**src/rtl/draw_pkg.sv**
```systemverilog
// Shared types and constants for the box plotting path.
package draw_pkg;

    localparam int unsigned SCREEN_W = 160;
    localparam int unsigned SCREEN_H = 120;
    localparam int unsigned X_W      = 8;
    localparam int unsigned Y_W      = 7;
    localparam int unsigned COL_W    = 3;

    localparam logic [COL_W-1:0] WHITE = 3'b111;
    localparam logic [COL_W-1:0] BLACK = 3'b000;

    typedef enum logic {
        IDLE,
        DRAW
    } plot_state_t;

    typedef struct packed {
        logic [X_W-1:0]   x;
        logic [Y_W-1:0]   y;
        logic [COL_W-1:0] colour;
    } box_req_t;

endpackage

```
**src/rtl/box_req_fifo.sv**
```systemverilog
// Synchronous request FIFO holding box origins; DEPTH must be a power of 2.
module box_req_fifo
    import draw_pkg::*;
#(
    parameter int unsigned DEPTH = 16
) (
    input  logic                     clk,
    input  logic                     resetn,
    input  logic                     push,
    input  logic                     pop,
    input  box_req_t                 wdata,
    output box_req_t                 rdata,
    output logic                     full,
    output logic                     empty,
    output logic [$clog2(DEPTH):0]   count
);

    localparam int unsigned AW = $clog2(DEPTH);

    box_req_t        mem [DEPTH];
    logic [AW-1:0]   wr_ptr;
    logic [AW-1:0]   rd_ptr;
    logic            do_push;
    logic            do_pop;

    assign full    = (count == (AW+1)'(DEPTH));
    assign empty   = (count == '0);
    assign do_push = push && !full;
    assign do_pop  = pop && !empty;
    assign rdata   = mem[rd_ptr];

    always_ff @(posedge clk) begin
        if (do_push) begin
            mem[wr_ptr] <= wdata;
        end
    end

    always_ff @(posedge clk or negedge resetn) begin
        if (!resetn) begin
            wr_ptr <= '0;
            rd_ptr <= '0;
            count  <= '0;
        end else begin
            if (do_push) begin
                wr_ptr <= wr_ptr + 1'b1;
            end
            if (do_pop) begin
                rd_ptr <= rd_ptr + 1'b1;
            end
            if (do_push && !do_pop) begin
                count <= count + 1'b1;
            end else if (do_pop && !do_push) begin
                count <= count - 1'b1;
            end
        end
    end

endmodule

```
**src/rtl/box_plotter.sv**
```systemverilog
// Rasterises queued box requests into single-pixel VGA writes, row-major.
// Optional macro BOX_BORDER_EN draws a black outline around each box.
module box_plotter
    import draw_pkg::*;
#(
    parameter int unsigned BOX_W    = 4,
    parameter int unsigned BOX_H    = 4,
    parameter int unsigned DEPTH    = 16,
    parameter int unsigned SCREEN_W = draw_pkg::SCREEN_W,
    parameter int unsigned SCREEN_H = draw_pkg::SCREEN_H
) (
    input  logic             clk,
    input  logic             resetn,
    input  logic             in_valid,
    output logic             in_ready,
    input  logic [X_W-1:0]   in_x,
    input  logic [Y_W-1:0]   in_y,
    input  logic [COL_W-1:0] in_colour,
    output logic [X_W-1:0]   vga_x,
    output logic [Y_W-1:0]   vga_y,
    output logic [COL_W-1:0] vga_colour,
    output logic             plot,
    output logic             busy,
    output logic             done
);

    localparam logic [3:0] CX_LAST = 4'(BOX_W - 1);
    localparam logic [3:0] CY_LAST = 4'(BOX_H - 1);

    plot_state_t             state;
    plot_state_t             state_nx;
    logic [3:0]              cx;
    logic [3:0]              cy;
    logic [X_W-1:0]          base_x;
    logic [Y_W-1:0]          base_y;
    logic [COL_W-1:0]        colour_q;

    box_req_t                fifo_wdata;
    box_req_t                fifo_rdata;
    logic                    fifo_push;
    logic                    fifo_pop;
    logic                    fifo_full;
    logic                    fifo_empty;
    logic [$clog2(DEPTH):0]  fifo_count;

    logic                    last_pixel;
    logic                    edge_pixel;
    logic [8:0]              px;
    logic [7:0]              py;

    assign in_ready   = !fifo_full;
    assign fifo_push  = in_valid && in_ready;
    assign fifo_wdata = '{x: in_x, y: in_y, colour: in_colour};
    assign busy       = (state == DRAW) || (fifo_count != '0);

    box_req_fifo #(
        .DEPTH (DEPTH)
    ) u_fifo (
        .clk    (clk),
        .resetn (resetn),
        .push   (fifo_push),
        .pop    (fifo_pop),
        .wdata  (fifo_wdata),
        .rdata  (fifo_rdata),
        .full   (fifo_full),
        .empty  (fifo_empty),
        .count  (fifo_count)
    );

    always_ff @(posedge clk or negedge resetn) begin
        if (!resetn) begin
            state <= IDLE;
        end else begin
            state <= state_nx;
        end
    end

    always_comb begin
        state_nx   = state;
        fifo_pop   = 1'b0;
        last_pixel = 1'b0;
        edge_pixel = (cx == '0) || (cx == CX_LAST) || (cy == '0) || (cy == CY_LAST);
        px         = {1'b0, base_x} + {5'b0, cx};
        py         = {1'b0, base_y} + {4'b0, cy};
        plot       = 1'b0;
        done       = 1'b0;
        vga_x      = '0;
        vga_y      = '0;
        vga_colour = '0;

        unique case (state)
            IDLE: begin
                if (!fifo_empty) begin
                    fifo_pop = 1'b1;
                    state_nx = DRAW;
                end
            end
            DRAW: begin
                // Clipped pixels still take their cycle; only the write strobe is suppressed.
                plot  = (px < 9'(SCREEN_W)) && (py < 8'(SCREEN_H));
                vga_x = px[X_W-1:0];
                vga_y = py[Y_W-1:0];
`ifdef BOX_BORDER_EN
                vga_colour = edge_pixel ? BLACK : colour_q;
`else
                vga_colour = colour_q;
`endif
                if ((cx == CX_LAST) && (cy == CY_LAST)) begin
                    last_pixel = 1'b1;
                    done       = 1'b1;
                    if (!fifo_empty) begin
                        fifo_pop = 1'b1;
                    end else begin
                        state_nx = IDLE;
                    end
                end
            end
            default: state_nx = IDLE;
        endcase
    end

    always_ff @(posedge clk or negedge resetn) begin
        if (!resetn) begin
            cx       <= '0;
            cy       <= '0;
            base_x   <= '0;
            base_y   <= '0;
            colour_q <= '0;
        end else if (fifo_pop) begin
            cx       <= '0;
            cy       <= '0;
            base_x   <= fifo_rdata.x;
            base_y   <= fifo_rdata.y;
            colour_q <= fifo_rdata.colour;
        end else if (state == DRAW) begin
            if (last_pixel) begin
                cx <= '0;
                cy <= '0;
            end else if (cx == CX_LAST) begin
                cx <= '0;
                cy <= cy + 1'b1;
            end else begin
                cx <= cx + 1'b1;
            end
        end
    end

endmodule

```
**config.mk**
```make
export PLATFORM = sky130hd
export DESIGN_NAME = box_plotter
export DESIGN_NICKNAME = d
export VERILOG_FILES = /design/src/rtl/draw_pkg.sv /design/src/rtl/box_req_fifo.sv /design/src/rtl/box_plotter.sv
export SDC_FILE = /design/constraint.sdc
export NUM_CORES = 1
export LEC_CHECK = 0
export CORE_MARGIN = 4
export CORE_UTILIZATION = 35
export CTS_CLUSTER_DIAMETER = 200
export DETAILED_ROUTE_END_ITERATION = 16
export PLACE_DENSITY_LB_ADDON = 0.08
export SYNTH_ARGS = -nofsm -noshare
export SYNTH_HDL_FRONTEND = slang
export SYNTH_SLANG_ARGS = --single-unit
```
**constraint.sdc**
```tcl
create_clock -name clk -period 9.3 [get_ports clk]
set_input_delay 1.86 -clock clk [delete_from_list [all_inputs] [get_ports clk]]
set_output_delay 1.86 -clock clk [all_outputs]
set_load 0.01 [all_outputs]
```
==> results.sh <==
export IMPL_initial_core_util_pct=35.5
export IMPL_r2r_setup_slack_ns=5.61
export IMPL_diodes=0
export IMPL_seqPwrFrac_pct=42.6
export IMPL_grt_ovfl_total=0
export IMPL_max_freq_mhz=199
export IMPL_fin_cells=1296
export IMPL_required_ns=7.44
export IMPL_yosysUniqueCellTypes=47
export IMPL_synthToLayoutAreaGrowth_pct=16.8
export IMPL_post_cts_buffers=0
export IMPL_rsz0062_at_grt="no"
export IMPL_cts_reportedPaths_clkPinSlew_ns=0.05
export IMPL_die_area_sq_um=41300
export IMPL_path_class="reg -> out"
export IMPL_synth_area_leaders="edfxtp_1 (65%), mux4_2 (12%), dfrtp_1 (7.5%)"
export IMPL_dp_final_hpwl_um=16800
export IMPL_synth_top_cell_area_share_pct=64.8
export IMPL_design_portCount=43
export IMPL_slew_headroom_pct=36.4
export IMPL_synth_ff_type="edfxtp_1"
export IMPL_tritoncts="built"
export IMPL_setup_violations_final=0
export IMPL_grt_pass1_vias=7017
export IMPL_regToRegEndpoint="u_fifo.count[4]$_DFFE_PN0P_"
export IMPL_hold_violations=0
export IMPL_grt_usage_pct=14.4
export IMPL_cts_resized=0
export IMPL_tightestPinTransition_ns=0.953
export IMPL_portBuffers=42
export IMPL_grt_pass1_wl_um=44500
export IMPL_die_y_um=203
export IMPL_muxShareOfSynthArea_pct=12.2
export IMPL_routed_wl_um=29500
export IMPL_vdd_drop_max_uv=106
export IMPL_synth_seq_area_share_pct=72.3
export IMPL_synth_adder_area_share_pct=2.32
export IMPL_synth_top_family_by_area="multiplexers"
export IMPL_p_sw_uw=1370
export IMPL_power_density_nw_per_um2=299
export IMPL_syn_avg_cell_area_sq_um=19.1
export IMPL_first_iter_violations=363
export IMPL_dr_total_vias=6518
export IMPL_finalCriticalPeriod_ns=5.02
export IMPL_hold_start="colour_q[1]$_DFFE_PN0N_"
export IMPL_ys_warn_count=0
export IMPL_intPower_uw=3280
export IMPL_fin_crit_sh_pct=54.0
export IMPL_r2r_start="cx[1]$_DFFE_PN0P_"
export IMPL_via_per_inst=5.03
export IMPL_postRouteAntennaNets=0
export IMPL_synth_area_sq_um=13400
export IMPL_cp_max_fo=5
export IMPL_numCtsBuffers=38
export IMPL_synth_nets=745
export IMPL_ctsHtreeMaxLevel=2
export IMPL_cts_root_buffer="clkbuf_16"
export IMPL_arrival_ns=3.16
export IMPL_holdPathEnd="colour_q[1]$_DFFE_PN0N_"
export IMPL_finalSetupTns_ns=0
export IMPL_hp_class="reg -> reg"
export IMPL_ys_ff_latch=328
export IMPL_rr_worst_depth=13
export IMPL_wl_per_cell_um=22.8
export IMPL_holdPathStages=2
export IMPL_gp_congestion=0.737
export IMPL_power_frac_clock_pct=30.6
export IMPL_row_count=71
export IMPL_core_sq_um=37700
export IMPL_yosys_area_share_simple_pct=4.15
export IMPL_grt_max_degree=53
export IMPL_maxCapViolCount=0
export IMPL_die_w_um=203
export IMPL_synth_compound_gate_area_share_pct=6.01
export IMPL_dr_pass1_iters=6
export IMPL_async_flop_share_pct=12.2
export IMPL_finalNetCount=806
export IMPL_clkSinkCount=328
export IMPL_startpoint_type="flop"
export IMPL_status="complete, no violations"
export IMPL_dpl_cell_count=1233
export IMPL_antenna_found_initial=0
export IMPL_final_layout_size_suffix_gt1_share_pct=22.9
export IMPL_cts_max_path_buffers=3
export IMPL_final_common_cell="edfxtp_1"
export IMPL_nFillCells=3381
export IMPL_yosys_area_top_type="edfxtp_1"
export IMPL_final_cell_mix="edfxtp_1 (288), mux4_2 (72), nand2_1 (47)"
export IMPL_skew_ns=0.0123
export IMPL_drc=0
export IMPL_synth_edff_count=288
export IMPL_synth_cells=701
export IMPL_endpoint_kind="primary output"
export IMPL_postCtsHoldBufs=0
export IMPL_synth_xor_area_share_pct=1.25
export IMPL_leakage_uw=0.00514
export IMPL_drv_slew=0
export IMPL_clk_latency_ns=0.52
export IMPL_combPwrFrac_pct=26.8
export IMPL_netSwitchingFraction_pct=29.5
[through the flow]
step	util (%)	hold WS [ns]	cell area [sq um]	worst slack, ns	power [uW]
floorplan	-	0.448	13400	5.21	2820
global placement	38.2	0.476	14400	4.84	3260
detailed placement	38.2	0.484	14400	4.79	3290
CTS	41.4	0.497	15600	4.24	4740
global route	41.4	0.512	15600	4.10	4910
finish	41.4	0.487	15600	4.28	4660
[worst max path at each step]
stage | start | end | cells after the start
2_1_floorplan | in_valid | u_fifo.mem[3][0]$_DFFE_PP_ | 4
3_3_place_gp | cx[0]$_DFFE_PN0P_ | plot | 8
3_5_place_dp | cx[0]$_DFFE_PN0P_ | plot | 8
4_1_cts | cx[0]$_DFFE_PN0P_ | plot | 8
5_1_grt | cx[0]$_DFFE_PN0P_ | plot | 8
6_report | cx[0]$_DFFE_PN0P_ | plot | 8
[power by group through the flow]
stage | clock network [uW] | logic, uW | registers (uW)
after floorplan | 0 | 920 | 1900
after global placement | 0 | 1260 | 2010
after detailed placement | 0 | 1270 | 2020
after CTS | 1470 | 1270 | 1990
after global routing | 1530 | 1360 | 2020
final | 1430 | 1250 | 1980
[registers in the layout, indices dropped and copies added (netlist names)]
register / count
cy: 4
u_fifo.mem: 288
base_y: 7
u_fifo.count: 5
state: 1
cx: 4
base_x: 8
u_fifo.wr_ptr: 4
colour_q: 3
u_fifo.rd_ptr: 4
[cell usage after synthesis (3+ instances only)]
master    number
a21o_1         3
inv_1          8
and2_1        19
buf_1          5
nor2_1        19
ha_1          20
xor2_1         6
o21ai_0       15
o211ai_1       3
xnor2_1       13
clkbuf_1      11
o21ai_1       20
nand2_1       47
nand2b_1       5
a22o_1        19
mux4_2        72
nand3_1        7
buf_2         11
nor2b_1        6
edfxtp_1     288
buf_6          4
fa_1           3
a221oi_2      18
a21oi_1        8
nor3_1         4
a211oi_1       3
dfrtp_1       40
[worst max-delay path, stage by stage (launching register included)]
cell and delay (ns):
dfrtp_1 0.42, ha_1 0.24, fa_1 0.42, a211o_1 0.32, o211ai_1 0.21, o211ai_1 0.13, o311a_1 0.15, a211oi_1 0.20
clkdlybuf4s50_1 0.57
[routing by layer]
metal,wire (um),track usage (%),vias to the layer above
li1,-,-,2945
met1,12600,19.0,3396
met2,15000,24.9,128
met3,1160,2.34,49
met4,728,4.07,0
met5,0,0,-
[logic make-up (layout without fill, tap and decap cells)]
kind of cell / after synthesis / after routing
AND/OR/NAND/NOR: 115 / 115
multiplexers: 73 / 73
adder cells (fa/ha/maj): 23 / 23
XOR/XNOR: 19 / 19
AO/OA/AOI/OAI: 99 / 99
buffers and inverters: 44 / 128
flip-flops: 328 / 328
[cell type report]
class / instances / area (sq um) / share of cell area, %
Sequential cell: 328 / 9650 / 61.9
Multi-Input combinational cell: 329 / 3560 / 22.8
Clock buffer: 45 / 998 / 6.40
Tap cell: 511 / 639 / 4.10
Timing Repair Buffer: 55 / 513 / 3.29
Clock inverter: 18 / 194 / 1.24
Inverter: 10 / 37.5 / 0.241
Note: power is estimated with default switching activity, not from simulation.
